## src/rtl/sysid_ctrl_timer.sv

```systemverilog
// Per-access watchdog: cleared by load, advances while enabled, and flags
// expiry on the enabled cycle that completes TIMEOUT_CYCLES counts.
module sysid_ctrl_timer #(
  parameter int unsigned TIMEOUT_CYCLES = 255
) (
  input  logic clock,
  input  logic reset,
  input  logic load_i,
  input  logic enable_i,
  output logic expire_o
);

  localparam int unsigned W = $clog2(TIMEOUT_CYCLES + 1);
  localparam logic [W-1:0] LAST = W'(TIMEOUT_CYCLES - 1);

  logic [W-1:0] count_q, count_d;

  // Saturates at LAST so expiry stays asserted until the controller reloads.
  always_comb begin
    count_d = count_q;
    if (load_i) begin
      count_d = '0;
    end else if (enable_i && (count_q != LAST)) begin
      count_d = count_q + 1'b1;
    end
  end

  always_ff @(posedge clock) begin
    if (reset) begin
      count_q <= '0;
    end else begin
      count_q <= count_d;
    end
  end

  assign expire_o = enable_i && (count_q == LAST);

endmodule

```

## config.mk

```make
export PLATFORM = sky130hd
export DESIGN_NAME = sysid_ctrl_timer
export DESIGN_NICKNAME = d
export VERILOG_FILES = /design/src/rtl/sysid_ctrl_timer.sv
export SDC_FILE = /design/constraint.sdc
export NUM_CORES = 1
export LEC_CHECK = 0
export CAP_MARGIN = 10
export CORE_AREA = 2 2 39 41
export DETAILED_ROUTE_END_ITERATION = 10
export DIE_AREA = 0 0 41 43
export PLACE_DENSITY_LB_ADDON = 0.05
export SYNTH_ARGS = -nofsm -noshare
export SYNTH_HDL_FRONTEND = slang
export SYNTH_SLANG_ARGS = --single-unit
```

## constraint.sdc

```tcl
create_clock -name clock -period 4.3 [get_ports clock]
set_clock_uncertainty 0.1 [all_clocks]
set_input_delay 0.43 -clock clock [delete_from_list [all_inputs] [get_ports clock]]
set_output_delay 0.43 -clock clock [all_outputs]
set_load 0.005 [all_outputs]
```

# Yosys cells after proc, flatten, opt, wreduce, memory -nomap -nowiden
# Index checks and enable logic that the tools add are counted.
# op_classes
add_sub_neg,1
n_eq_ne,2
n_reduce_logical,3
# op_table
op,count
adder 8 x 1 -> 8 bit (second input constant),1
equality test 8 bit (second input constant),1
!= test 8 bit (second input constant),1
logical AND 1 bit,2
OR reduction 2 bit,1
# totals
register_bits,8
in_bits,4
output_inout_bits,1
wordCells,7

# Logic depth before layout (Yosys ltp)
# logic_depth
ltp_word,2
mapped_depth,6
ltp_nobuf,5

# Worst setup path before layout
# OpenSTA, ideal clock, no wires.
# synth_timing
path_kind,reg2out
from,register count_q[0]
to,output expire_o
t_arrival_ns,1.115
required_ns,3.770
slack_ns,2.655
path_stages_with_launch,6
n_path_buf,1
cell_sequence,dfxtp_1 > inv_1 > ha_1 > and3_1 > buf_6 > and3_1
# synth_via
elab_chain_cells,2
# synth_lines
element,line,text
start: declaration,16,"logic [W-1:0] count_q, count_d;"
start signal: assignment,32,count_q <= count_d;
equality test 8 bit,36,assign expire_o = enable_i && (count_q == LAST);
logical AND 1 bit,36,
end: declaration,10,output logic expire_o
# No other way between the ends.

# Final worst setup path
# Ends and elaborated chain as after synthesis.

==> flow_summary.ini <==
[run_status]
status = complete, no violations

[global_routing]
grt_max_degree = 8
grt_overflow = 0
antenna_found_initial = 0
grt_pass1_vias = 369
globalRouteTotalUtil_pct = 14.6
grt_first_pass_wirelength_mm = 1.68

[worst_setup_path]
rr_endpoint = count_q[4]
critPathTopFamily = buffers and inverters
cp-end-kind = primary output
timing.critical_path.mode_cell = sky130_fd_sc_hd__and3_1
worstReg2RegStart = count_q[0]
timing.setup.critical_path_class = reg -> out
worstPathCellList = inv_1 > ha_1 > and3_1 > and3_1 > clkdlybuf4s50_1
buf_inv_stages_crit_path = 2
setup.reg_to_reg.worst_slack_ps = 2650
crit_path_max_fanout = 6
worst_ep_arrival_time_ps = 1900
setup.worst_path.start_class = register
crit_path_top_delay_cell = sky130_fd_sc_hd__clkdlybuf4s50_1
timing.critical_path.required_ps = 3770
critical-path-max-stage-delay_ps = 490
r2r_cells = 5

[sta]
finalWorstPathRequiredPeriod_ps = 2430
final_min_period_over_clock_period_pct = 56.4
hold_viol = 0
finalWorstSetupSlack_ps = 1870
relSlewSlack_pct = 76.0
grt_setup_unrepaired = no
max_freq_mhz = 412
slew_violations = 0
setup_viol = 0
worst_slew_pin_slew_ps = 359
final.setup.tns_ps = 0

[cts]
clock-root-buffer = sky130_fd_sc_hd__clkbuf_4
clk_latency_ps = 250
cts.path.max_buffers = 2
numCtsBuffers = 3
cts_resized = 0
ctsHoldBuffers = 0
clock_sink_count = 8
clock_pin_slew_of_the_registers_on_the_worst_case_setup_and_hold_paths_ps = 50
tritoncts = built
postCtsSetupBuffers = 0
clock_tree.htree_level_count = 1

[power]
p_per_area_nw_per_um2 = 278
clockPowerShare_pct = 39.5
max-vdd-ir-drop_uv = 156
switching_share_pct = 21.3
comb_power_share_pct = 6.8
net-switching-power_uw = 30.3
p_leak_nw = 0.176
power.share.sequential_pct = 53.7
intPower_uw = 112

[layout]
layout.cells.most_common = sky130_fd_sc_hd__dfxtp_1
largest_reg_flops = 8
area_growth_syn_to_layout_pct = 14.3
drive_above_1_share_pct = 8.77
num_antenna_cells = 0
final_cell_mix = sky130_fd_sc_hd__dfxtp_1 (8), sky130_fd_sc_hd__nand2_1 (5), sky130_fd_sc_hd__inv_1 (4), sky130_fd_sc_hd__a21oi_1 (4), sky130_fd_sc_hd__clkdlybuf4s50_1 (4)
design.final.nets = 65
reg.largest.list = count_q: 8 flops
largest-register = count_q

[synth]
number_of_synthesized_flops_with_an_enable_pin = 0
async_flop_share_pct = 0
syn_area_um2 = 447
postSynthAreaPerCell_um2 = 8.59
synth_top_flop_cell = sky130_fd_sc_hd__dfxtp_1
postSynthCellCount = 52
seq_area_frac_synth_pct = 35.9
yosys_register_bits = 8
synthDistinctLibCells = 27
synth.net_count = 58
synth_warnings = 0

[die]
design.die.area_um2 = 1760
initial_core_util_pct = 32.3
io_pins = 5
fp.dieW_um = 41
floorplan_die_height_um = 43
fp.coreArea_um2 = 1380
placementRows = 14

[drt]
wirelength_um = 972
drt_iter0_drc = 8
drtPass1Iterations = 3
detailroute.via_count = 418
drt-wirelength-per-cell_um = 13.3
post_route_antenna_net_violation_count = 0
drc = 0
via_per_inst = 5.73

[flow_run]
max-cap-violations = 0

[worst_hold_path]
worstHoldEndpoint = count_q[5]
min_path_cells = 1
hold_path.class = reg -> reg
timing.hold.worst.start = count_q[5]

[placed_design]
io_buffer_count = 4
gpl.final_weighted_congestion = 0.783
place.detailed.hpwl_um = 757
dp_worst_setup_slack_ps = 2090
-- kinds of logic after synthesis --
logic type | share of synthesized area, %
AO/OA/AOI/OAI | 26.3
adder cells (fa/ha/maj) | 5.60
buffers and inverters | 7.56
flip-flops | 35.9
multiplexers | 2.24
AND/OR/NAND/NOR | 22.4
-- Yosys cell counts (all sizes together) (2+ instances only) --
cell / n / area [µm²]
and3: 2 / 12.5
a211oi: 2 / 15.0
dfxtp: 8 / 160
ha: 2 / 25.0
nand4: 2 / 12.5
a21oi: 4 / 20.0
inv: 4 / 15.0
buf: 2 / 18.8
and4: 2 / 18.8
nand3: 3 / 15.0
nand2: 5 / 18.8
o21ai: 4 / 23.8
a31oi: 2 / 12.5
-- metal layers --
metal | track usage [%] | up-vias | part of all wire, % | wire [µm]
li1 | - | 210 | - | -
met1 | 19.4 | 196 | 47 | 452
met2 | 19.1 | 7 | 46 | 447
met3 | 4.71 | 5 | 3.8 | 37
met4 | 10.0 | 0 | 3.5 | 34
met5 | 0 | - | 0 | 0
-- power by group through the flow --
stage,clock (mW),sequential [mW],combinational (mW)
after floorplan,0,0.0774,0.00467
after global placement,0,0.0776,0.00893
after detailed placement,0,0.0776,0.00963
after CTS,0.0579,0.0761,0.00966
after global routing,0.0620,0.0762,0.0107
final,0.0560,0.0762,0.00960
-- worst max-delay path by stage --
stage | startpoint | to | slack, ps | depth (start not counted)
after CTS | count_q[0] | expire_o | 1890 | 5
after global routing | count_q[1] | expire_o | 1750 | 4
after floorplan | count_q[0] | expire_o | 2650 | 5
final | count_q[0] | expire_o | 1870 | 5
after detailed placement | enable_i | expire_o | 2090 | 3
after global placement | enable_i | expire_o | 2110 | 3
-- final cells by class --
class	instances	area, µm²
well taps	16	20.0
clock buffers	3	22.5
inverters	4	15.0
multi-input cells	38	253
repair buffers	4	40.0
flip-flops and latches	8	160
fillers	143	873
-- metrics by stage --
stage	utilization [%]	power (mW)	std cells	area (µm²)	hold slack (ps)
2_1_floorplan	-	0.0821	52	447	360
3_3_place_gp	35.3	0.0866	70	488	385
3_5_place_dp	35.3	0.0873	70	488	398
4_1_cts	36.9	0.144	73	510	403
5_1_grt	36.9	0.149	73	510	430
6_report	36.9	0.142	73	510	404
Power figures use the tool's default switching activity.
